**src/rtl/uart_tx_buffer_pkg.sv**
```systemverilog
// uart_tx_buffer_pkg: shared FSM encoding and default sizes for the UART transmit buffer.
package uart_tx_buffer_pkg;
  localparam int NB_DATA_DEF = 8;
  localparam int NB_ADDR_DEF = 2;
  localparam int DEPTH = 1 << NB_ADDR_DEF;
  typedef enum logic [1:0] {
    IDLE      = 2'd0,
    LOAD      = 2'd1,
    WAIT_DONE = 2'd2
  } state_t;
endpackage

```
**src/rtl/uart_tx_buffer_sync_fifo.sv**
```systemverilog
// sync_fifo: circular byte store with registered count/full/empty and a sticky drop flag.
module sync_fifo #(
  parameter int NB_DATA = 8,
  parameter int NB_ADDR = 2
) (
  input  logic               i_clock,
  input  logic               i_reset,
  input  logic               i_push,
  input  logic               i_pop,
  input  logic [NB_DATA-1:0] i_data,
  output logic [NB_DATA-1:0] o_data,
  output logic               o_full,
  output logic               o_empty,
  output logic [NB_ADDR:0]   o_count,
  output logic               o_overflow
);
  localparam int DEPTH = 1 << NB_ADDR;
  logic [NB_DATA-1:0] r_mem [DEPTH];
  logic [NB_ADDR-1:0] r_wptr, r_rptr;
  logic [NB_ADDR:0]   r_count, w_count_nxt;
  logic               r_full, r_empty, r_overflow, w_pop, w_push;
  // A pop in the same cycle frees a slot, so a push while full is still taken.
  always_comb begin
    w_pop       = i_pop && !r_empty;
    w_push      = i_push && (!r_full || w_pop);
    w_count_nxt = r_count + (NB_ADDR+1)'(w_push) - (NB_ADDR+1)'(w_pop);
  end
  always_ff @(posedge i_clock or posedge i_reset) begin
    if (i_reset) begin
      r_wptr     <= '0;
      r_rptr     <= '0;
      r_count    <= '0;
      r_full     <= 1'b0;
      r_empty    <= 1'b1;
      r_overflow <= 1'b0;
    end else begin
      r_wptr     <= r_wptr + NB_ADDR'(w_push);
      r_rptr     <= r_rptr + NB_ADDR'(w_pop);
      r_count    <= w_count_nxt;
      r_full     <= w_count_nxt == (NB_ADDR+1)'(DEPTH);
      r_empty    <= w_count_nxt == '0;
      r_overflow <= r_overflow || (i_push && !w_push);
    end
  end
  always_ff @(posedge i_clock) begin
    if (w_push) r_mem[r_wptr] <= i_data;
  end
  assign o_data     = r_mem[r_rptr];
  assign o_full     = r_full;
  assign o_empty    = r_empty;
  assign o_count    = r_count;
  assign o_overflow = r_overflow;
endmodule

```
**src/rtl/uart_tx_buffer.sv**
```systemverilog
// uart_tx_buffer: queues result bytes and hands them one at a time to tx_uart.
module uart_tx_buffer
  import uart_tx_buffer_pkg::*;
#(
  parameter int NB_DATA = NB_DATA_DEF,
  parameter int NB_ADDR = NB_ADDR_DEF
) (
  input  logic               i_clock,
  input  logic               i_reset,
  input  logic               i_push,
  input  logic [NB_DATA-1:0] i_data,
  input  logic               i_tx_done_tick,
  output logic               o_tx_start,
  output logic [NB_DATA-1:0] o_tx_data,
  output logic               o_busy,
  output logic               o_full,
  output logic               o_empty,
  output logic [NB_ADDR:0]   o_count,
  output logic               o_overflow
);
  state_t             r_state;
  logic               r_tx_start, r_busy, w_pop, w_empty;
  logic [NB_DATA-1:0] r_tx_data, w_fifo_data;
  assign w_pop = (r_state == IDLE) && !w_empty;
  sync_fifo #(.NB_DATA(NB_DATA), .NB_ADDR(NB_ADDR)) u_fifo (
    .i_clock   (i_clock),
    .i_reset   (i_reset),
    .i_push    (i_push),
    .i_pop     (w_pop),
    .i_data    (i_data),
    .o_data    (w_fifo_data),
    .o_full    (o_full),
    .o_empty   (w_empty),
    .o_count   (o_count),
    .o_overflow(o_overflow)
  );
  // Done ticks only matter in WAIT_DONE; LOAD always lasts a single cycle.
  always_ff @(posedge i_clock or posedge i_reset) begin
    if (i_reset) begin
      r_state    <= IDLE;
      r_tx_start <= 1'b0;
      r_tx_data  <= '0;
      r_busy     <= 1'b0;
    end else begin
      case (r_state)
        IDLE: if (!w_empty) begin
          r_state    <= LOAD;
          r_tx_start <= 1'b1;
          r_tx_data  <= w_fifo_data;
          r_busy     <= 1'b1;
        end
        LOAD: begin
          r_state    <= WAIT_DONE;
          r_tx_start <= 1'b0;
        end
        WAIT_DONE: if (i_tx_done_tick) begin
          r_state <= IDLE;
          r_busy  <= 1'b0;
        end
        default: r_state <= IDLE;
      endcase
    end
  end
  assign o_tx_start = r_tx_start;
  assign o_tx_data  = r_tx_data;
  assign o_busy     = r_busy;
  assign o_empty    = w_empty;
endmodule

```
**config.mk**
```make
export PLATFORM = sky130hd
export DESIGN_NAME = uart_tx_buffer
export DESIGN_NICKNAME = d
export VERILOG_FILES = /design/src/rtl/uart_tx_buffer_pkg.sv /design/src/rtl/uart_tx_buffer_sync_fifo.sv /design/src/rtl/uart_tx_buffer.sv
export SDC_FILE = /design/constraint.sdc
export NUM_CORES = 1
export LEC_CHECK = 0
export CAP_MARGIN = 40
export CORE_MARGIN = 1
export CORE_UTILIZATION = 30
export CTS_CLUSTER_SIZE = 20
export DETAILED_ROUTE_END_ITERATION = 8
export DONT_BUFFER_PORTS = 1
export SETUP_SLACK_MARGIN = 0.05
export SYNTH_ARGS = -nofsm -noshare
export SYNTH_HDL_FRONTEND = slang
export SYNTH_HIERARCHICAL = 1
export SYNTH_SLANG_ARGS = --single-unit
export TNS_END_PERCENT = 20
```
**constraint.sdc**
```tcl
create_clock -name i_clock -period 3.7 [get_ports i_clock]
set_clock_uncertainty 0.15 [all_clocks]
set_input_delay 0.925 -clock i_clock [delete_from_list [all_inputs] [get_ports i_clock]]
set_output_delay 0.925 -clock i_clock [all_outputs]
set_load 0.02 [all_outputs]
```
After elaboration in Yosys (flattened, before gate mapping)
Memories as Yosys holds them, arrays and structs flattened. A register that Yosys moved wholly into a read port is not among the register bits.
Cells that the tools add are included.
{"block": "word_totals", "register_bits": 14, "ramBits": 32, "inputBits": 12, "output_inout_bits": 16, "word_cells": 46, "mem_count": 1}
{"block": "op_classes", "add_sub_neg": 4, "eq_ne": 5, "n_mux": 9, "bitwise": 1, "n_reduce_logical": 17}
{"name": "u_fifo.r_mem", "words": 4, "width": 8, "rd": 1, "rd_ports_with_merged_regs": 1, "wr": 1, "line_no": "uart_tx_buffer_sync_fifo.sv:18", "source": "logic [NB_DATA-1:0] r_mem [DEPTH];"}
{"op": "2-bit case mux with 3 select lines", "n": 1}
{"op": "2-bit AND reduction", "n": 3}
{"op": "2-bit by 1-bit adder with 2-bit output", "n": 2}
{"op": "1-bit logical AND", "n": 4}
{"op": "1-bit 2-to-1 mux", "n": 4}
{"op": "2-bit 2-to-1 mux", "n": 2}
{"op": "2-bit inequality test, second input constant", "n": 2}
{"op": "1-bit case mux with 2 select lines", "n": 2}
{"op": "2-bit nonzero test", "n": 2}
{"op": "3-bit by 1-bit adder with 3-bit output", "n": 1}
{"op": "3-bit equality test, second input constant", "n": 1}
{"op": "1-bit logical NOT", "n": 3}
{"op": "3-bit logical NOT", "n": 1}
{"op": "3-bit AND reduction", "n": 1}
{"op": "3-bit by 1-bit subtractor with 3-bit output", "n": 1}
{"op": "2-bit by 1-bit equality test with 1-bit output, second input constant", "n": 1}
{"op": "2-bit equality test, second input constant", "n": 1}
{"op": "2-bit logical NOT", "n": 1}
{"op": "1-bit logical OR", "n": 2}
{"op": "1-bit inverter", "n": 1}

Longest topological paths before layout
{"block": "logic_depth", "depth_word": 8, "ltp_mapped": 11, "mapped_depth_nobuf": 11}

Cells and area by module
The synthesis kept the hierarchy.
{"module": "sync_fifo", "n_inst": 1, "cells_per_inst": 79, "area_per_inst_um2": 1640.3, "seq_area_each_um2": 1212.4}
{"module": "uart_tx_buffer", "n_inst": 1, "cells_per_inst": 33, "area_per_inst_um2": 466.7, "seq_area_each_um2": 300.3}

Worst setup path before layout
Ideal clock, no wire load.
{"block": "synth_timing", "path_type": "input to register", "startpoint": "input port i_push", "endpoint": "memory u_fifo.r_mem[1][0] (enable)", "setup_ns": 0.419, "arrival_ns": 2.337, "required_time_ns": 3.131, "setup_slack_ns": 0.794, "path_stages": 2, "path_buffers": 0, "path_cell_list": "inv_1 > a2111oi_0"}
{"block": "synth_via", "elab_chain_cells": 3}
{"element": "start: declaration", "line_no": "uart_tx_buffer.sv:10", "source": "input logic i_push,"}
{"element": "1-bit logical AND", "line_no": "uart_tx_buffer_sync_fifo.sv:25", "source": "w_push = i_push && (!r_full || w_pop);"}
{"element": "1-bit 2-to-1 mux", "line_no": "uart_tx_buffer_sync_fifo.sv:46", "source": "if (w_push) r_mem[r_wptr] <= i_data;"}
{"element": "1-bit 2-to-1 mux (not written as such)", "line_no": "uart_tx_buffer_sync_fifo.sv:46"}
{"element": "end: declaration", "line_no": "uart_tx_buffer_sync_fifo.sv:18"}
Every way passes these cells.

Worst setup path after layout
{"block": "layout_timing", "startpoint": "register r_state[0]", "endpoint": "register u_fifo.r_full, in the netlist u_fifo/o_full"}
{"block": "layout_via", "elab_chain_cells": 8}
{"element": "start: declaration", "line_no": "uart_tx_buffer.sv:21", "source": "state_t r_state;"}
{"element": "start signal: assignment", "line_no": "uart_tx_buffer.sv:40", "source": "r_state <= IDLE;"}
{"element": "start signal: assignment", "line_no": "uart_tx_buffer.sv:47", "source": "r_state <= LOAD;"}
{"element": "start signal: assignment", "line_no": "uart_tx_buffer.sv:53", "source": "r_state <= WAIT_DONE;"}
{"element": "2-bit logical NOT *", "line_no": "uart_tx_buffer.sv:24", "source": "assign w_pop = (r_state == IDLE) && !w_empty;"}
{"element": "1-bit logical AND *", "line_no": "uart_tx_buffer.sv:24"}
{"element": "named net w_pop", "line_no": "uart_tx_buffer.sv:22", "source": "logic r_tx_start, r_busy, w_pop, w_empty;"}
{"element": "1-bit logical AND *", "line_no": "uart_tx_buffer_sync_fifo.sv:24", "source": "w_pop = i_pop && !r_empty;"}
{"element": "1-bit logical OR", "line_no": "uart_tx_buffer_sync_fifo.sv:25"}
{"element": "1-bit logical AND", "line_no": "uart_tx_buffer_sync_fifo.sv:25"}
{"element": "3-bit by 1-bit adder with 3-bit output", "line_no": "uart_tx_buffer_sync_fifo.sv:26", "source": "w_count_nxt = r_count + (NB_ADDR+1)'(w_push) - (NB_ADDR+1)'(w_pop);"}
{"element": "3-bit by 1-bit subtractor with 3-bit output *", "line_no": "uart_tx_buffer_sync_fifo.sv:26"}
{"element": "named net u_fifo.w_count_nxt[2]", "line_no": "uart_tx_buffer_sync_fifo.sv:20", "source": "logic [NB_ADDR:0] r_count, w_count_nxt;"}
{"element": "3-bit equality test *", "line_no": "uart_tx_buffer_sync_fifo.sv:40", "source": "r_full <= w_count_nxt == (NB_ADDR+1)'(DEPTH);"}
{"element": "end signal: assignment", "line_no": "uart_tx_buffer_sync_fifo.sv:40"}
{"element": "end: declaration", "line_no": "uart_tx_buffer_sync_fifo.sv:21", "source": "logic r_full, r_empty, r_overflow, w_pop, w_push;"}
The timed path passes the listed nets; every way through them passes the cells marked *.
A chain may end at the register's enable or synchronous reset.

==> results.py <==
metrics = {
    "status": {
        "status": "finished clean",
    },
    "setup_path": {
        "critPathBufInv": 3,
        "worstSetupPathDepth": 11,
        "rr_worst_depth": 11,
        "startpoint_type": "register",
        "path_cells": "nor3_1, nand2b_4, inv_1, o21ai_0, ha_1, inv_1, ha_1, inv_1, fa_1, xor3_1, nor3b_2",
        "critPathSlowestCell": "dfrtp_1",
        "crit_family": "adder cells",
        "cp.arrival_ps": 2750,
        "worstSetupPathType": "register to register",
        "max_stage_delay_ps": 470,
        "cp_common_cell": "inv_1",
        "critPathCaptureType": "register",
        "cp_max_fo": 6,
        "required_ps": 3740,
    },
    "floorplan": {
        "dieArea_um2": 7360,
        "rows": 30,
        "die_w_um": 85.8,
        "die_h_um": 85.8,
        "core_area_um2": 6790,
        "start_util_pct": 31.0,
        "io_pins": 28,
    },
    "global_route": {
        "antenna_found_initial": 0,
        "grt_util_all_layers_pct": 10.0,
        "grt_max_degree": 17,
        "grt.overflow.total": 0,
        "grt_pass1_vias": 1037,
        "grt_pass1_wl_um": 5310,
    },
    "drt": {
        "drt_iter0_drc": 129,
        "antenna_left": 0,
        "wl_per_cell_um": 15.7,
        "drc": 0,
        "viasPerCell": 4.47,
        "wl_um": 3410,
        "vias": 970,
        "drt_pre_antenna_iters": 4,
    },
    "sta": {
        "fmax_mhz": 369,
        "slew_headroom_pct": 62.4,
        "worstMarginPinSlew_ps": 565,
        "slew_viol_final": 0,
        "setup_viol": 0,
        "hold_violations": 0,
        "rsz0062_at_grt": "no",
        "tns_ps": 0,
        "fin_crit_sh_pct": 73.3,
        "fin_crit_ps": 2710,
    },
    "clock_tree": {
        "cts_sinks": 54,
        "htreeDepth": 2,
        "postCtsSetupBuffers": 0,
        "clk_pin_slew_ps": 90,
        "clockBufferDepth": 2,
        "root_buffer": "clkbuf_8",
        "cts_tree": "done",
        "clk_latency_ps": 290,
        "numCtsBuffers": 5,
        "cts_hold_buffers": 0,
        "postCtsResizedCells": 0,
    },
    "synthesis": {
        "synth_top_area_share_pct": 45.6,
        "ys_seq_area_share_pct": 71.8,
        "syn_inst": 112,
        "avgSynthCellArea_um2": 18.8,
        "synth_seq_cells": 54,
        "synth_cell_types": 27,
        "synthesis.nets": 129,
        "ys_warn_count": 6,
        "yosys.area.top_type": "edfxtp_1",
        "synthTopCellsByArea": "edfxtp_1 (46%), dfrtp_1 (25%), mux4_2 (8.6%)",
        "syn-cell-area_um2": 2110,
    },
    "final_layout": {
        "diodes": 0,
        "nets": 137,
        "final_cell_mix": "edfxtp_1 (32), dfrtp_1 (21), inv_1 (10)",
        "final-instance-count-excl-fill": 217,
        "area_delta_synth_final_pct": 11.8,
        "final_layout_size_suffix_gt1_share_pct": 27.3,
        "final_common_cell": "edfxtp_1",
        "fin_util_pct": 34.7,
    },
    "placed_design": {
        "numPortBuffers": 0,
        "dp.final_hpwl_um": 2460,
        "place_congestion": 0.854,
        "placedCellCount": 209,
    },
    "worst_hold_path": {
        "holdCritPathClass": "input pin to async pin",
    },
    "job": {
        "maxCapViolations": 0,
    },
    "pwr": {
        "peakVddDrop_v": 0.000252,
        "finalPower_mw": 2.05,
        "leakagePower_nw": 0.855,
        "pwr_density_cell_nw_per_um2": 871,
    },
}
[worst paths after layout]
kind                                            start                          to  slack [ps]
min in group i_clock       u_fifo/r_wptr[1]$_DFF_PP0_  u_fifo/r_wptr[1]$_DFF_PP0_         450
min reg2reg                u_fifo/r_wptr[1]$_DFF_PP0_  u_fifo/r_wptr[1]$_DFF_PP0_         450
max in group asynchronous                     i_reset    o_tx_data[0]$_DFFE_PP0P_        2680
min                                           i_reset  u_fifo/r_rptr[1]$_DFF_PP0_         340
max reg2reg                    r_state[0]$_DFFE_PP0P_     u_fifo/o_full$_DFF_PP0_         990
max                            r_state[0]$_DFFE_PP0P_     u_fifo/o_full$_DFF_PP0_         990
[Yosys cell counts]
cell       instances
a2111oi_0          2
a211oi_1           1
a21oi_1            2
a31o_2             1
buf_2              1
buf_6              1
dfrtp_1           21
dfstp_2            1
edfxtp_1          32
fa_1               1
ha_1               4
inv_1             10
mux2_2             8
mux4_2             8
nand2_1            1
nand2b_1           1
nand2b_4           1
nor2_1             3
nor3_1             2
nor3_4             1
nor3b_2            1
o2111a_1           1
o21a_1             1
o21ai_0            3
or2b_1             1
xor2_1             2
xor3_1             1
[final cells by class]
class	count	area, µm²
fill	616	4440
sequential	54	1510
multi-input combinational	46	553
tap	96	120
clock buffer	6	72.6
clock inverter	2	37.5
inverter	10	37.5
timing repair buffer	3	22.5
[cells by family after synthesis]
family | count (synthesis) | share of synthesized area (%)
xor gates and xnor gates | 3 | 1.96
AOI/OAI and AO/OA | 11 | 3.68
and+or+nand+nor | 11 | 3.86
muxes | 16 | 12.8
buffers and inverters | 12 | 2.55
adders and majority gates | 5 | 3.33
DFF | 54 | 71.8
[layer usage]
layer	wire length, µm	global-route usage [%]	up-vias
met5	0	0	-
met4	65	5.00	0
met3	234	3.85	6
met2	1970	19.1	25
met1	1140	9.15	504
li1	-	-	435
[sequential cells by signal, indices dropped and copies added (netlist names), 2 cells and up]
name / count
u_fifo/r_rptr: 2
r_state: 2
u_fifo/r_wptr: 2
u_fifo/r_mem: 32
o_tx_data: 8
u_fifo/o_count: 3
[per-stage QoR]
| stage | setup WS (ps) | cell area [µm²] | hold WS (ps) |
|---|---|---|---|
| 6_report | 986 | 2360 | 336 |
| 5_1_grt | 804 | 2360 | 350 |
| 4_1_cts | 1010 | 2360 | 342 |
| 3_5_place_dp | 1030 | 2250 | 438 |
| 3_3_place_gp | 1110 | 2250 | 403 |
| 2_1_floorplan | 794 | 2110 | 346 |
[report_power, final]
| part | internal (mW) | leakage [nW] | switching, mW | total (mW) |
|---|---|---|---|---|
| clock | 0.202 | 0.0514 | 0.172 | 0.374 |
| sequential | 0.841 | 0.548 | 0.279 | 1.12 |
| combinational | 0.317 | 0.255 | 0.242 | 0.559 |
Power figures use the tool's default switching activity.
==> edit: new RTL, config.mk and constraints unchanged <==
Change the package constant `NB_ADDR_DEF` from 2 to 1.
--- a/src/rtl/uart_tx_buffer_pkg.sv
+++ b/src/rtl/uart_tx_buffer_pkg.sv
@@ -3,3 +3,3 @@
   localparam int NB_DATA_DEF = 8;
-  localparam int NB_ADDR_DEF = 2;
+  localparam int NB_ADDR_DEF = 1;
   localparam int DEPTH = 1 << NB_ADDR_DEF;
Ports: changed (resized o_count); port bits go from 28 to 27. No check against the original RTL was run, so the function may have changed too.
==> edit against the original RTL <==
Setup slack improved by 470 ps. Final area fell by 36%. Routed wire length decreased by 33%. Total power shrank 32%. Sequential cell count fell by 19. Non-clock buffer count shrank 3. Sequential share of layout area shrank 0.30 points. Area after synthesis is 36% lower. Largest cell class unchanged.
==> edit: results (changes against the original RTL) <==
status = completed (unchanged)
max FFs per register = 16 (was 32)
routability cong. = 0.735 (was 0.854)
share of layout cells above drive strength 1 = 0.292 (was 0.273)
largest net degree at the start of global routing = 13 (was 17)
Yosys cell types = 24 (was 27)
Commonest cells post-synth = dfrtp_1, edfxtp_1, mux2_2, inv_1, nor2_1 (was edfxtp_1, dfrtp_1, inv_1, mux2_2, mux4_2)
first-pass GRT wire length = 3620 um (was 5310 um)
CTS buffer count = 5 (unchanged)
relative slew slack = 0.639 (was 0.624)
initial antenna violation count = 0 (unchanged)
Slowest-stage cell, CP = ha_1 (was dfrtp_1)
Async SR Flop Fraction = 0.543 (was 0.407)
leakage = 0.568 nW (was 0.855 nW)
Crit path max-delay family = simple AND/OR/NAND/NOR gates (was adder cells)
CP Launch Point = r_state[1]$_DFFE_PP0P_ (was r_state[0]$_DFFE_PP0P_)
worst r2r path cells = 4 (was 11)
post-DP HPWL = 1560 um (was 2460 um)
Worst R2R End = u_fifo/r_mem[0][7]$_DFFE_PP_ (was u_fifo/o_full$_DFF_PP0_)
Initial DRC Count = 31 (was 129)
CTS clock-pin slew for the worst setup and hold paths = 70 ps (was 90 ps)
# rows = 24 (was 30)
dominant cells by area after synthesis = edfxtp_1, dfrtp_1, mux2_2 (was edfxtp_1, dfrtp_1, mux4_2)
first-pass iteration count of the detailed router = 4 (unchanged)
Seq/Total Area, Yosys = 0.705 (was 0.718)
R2R Setup Slk = 1460 ps (was 990 ps)
Syn Nets = 96 (was 129)
Tot GR Track Use = 0.104 (was 0.100)
arrival time at the worst endpoint = 2030 ps (was 2750 ps)
vias per cell = 4.70 (was 4.47)
Avg WL per Cell = 16.2 um (was 15.7 um)
[edit: changes by cell type in the layout (fill, tap and decap cells not counted), sizes merged, moves of 2 or more]
cell	unedited run	this run
inv	10	5
mux4	8	0
edfxtp	32	16
xnor2	0	3
a2111oi	2	0
buf	3	0
xor2	2	0
ha	4	2
clkbuf	6	8
dfrtp	21	18
mux2	8	16
[edit: worst reg2reg max path, stage by stage (launching register included)]
cell and delay (ps):
dfrtp_1 460, nor3_1 420, nand2b_4 110, a21boi_0 280, ha_1 480
[edit: cell type report]
cell class / instances / area (um^2)
clock buffer: 8 / 80.1
inverter: 5 / 18.8
multi-input combinational: 41 / 377
fill: 418 / 2860
sequential: 35 / 957
tap: 52 / 65.1
[edit: worst min-delay path by stage]
| stage | end | slack (ps) | from |
|---|---|---|---|
| global placement | o_tx_data[1]$_DFFE_PP0P_ | 430 | u_fifo/r_mem[1][1]$_DFFE_PP_ |
| global route | u_fifo/o_full$_DFF_PP0_ | 310 | i_reset |
| floorplan | o_busy$_DFFE_PP0P_ | 400 | r_state[1]$_DFFE_PP0P_ |
| CTS | u_fifo/o_full$_DFF_PP0_ | 300 | i_reset |
| finish | u_fifo/o_full$_DFF_PP0_ | 310 | i_reset |
| detailed placement | o_tx_data[6]$_DFFE_PP0P_ | 440 | u_fifo/r_mem[0][6]$_DFFE_PP_ |
[edit: metrics by stage]
stage | setup slack (ps) | utilization | hold WS (ps) | instances | cell area [um^2]
after detailed placement | 1470 | 0.326 | 440 | 133 | 1420
after global placement | 1430 | 0.326 | 432 | 133 | 1420
after global routing | 1260 | 0.344 | 306 | 141 | 1500
final | 1460 | 0.344 | 307 | 141 | 1500
after CTS | 1430 | 0.344 | 303 | 141 | 1500
after floorplan | 1660 | - | 400 | 82 | 1360
[edit: where the power goes]
part / leakage, nW / switching [mW] / internal, mW
Combinational: 0.160 / 0.158 / 0.207
Clock: 0.0395 / 0.123 / 0.134
Sequential: 0.368 / 0.213 / 0.564
[edit: kinds of logic after synthesis]
logic type | after synthesis | share of synthesized area
xor+xnor | 3 | 0.0194
flops | 35 | 0.705
buf+inv | 6 | 0.0175
compound gates | 7 | 0.0341
simple gates | 13 | 0.0728
mux | 16 | 0.133
fa+ha+maj | 2 | 0.0184
[edit: layer usage]
layer  GRT usage  up-vias  part of all wire
li1            -      301                 -
met3      0.0640        5             0.088
met4      0.0612        0             0.025
met1       0.106      336              0.39
met2       0.162       21              0.50
met5           0        -                 0
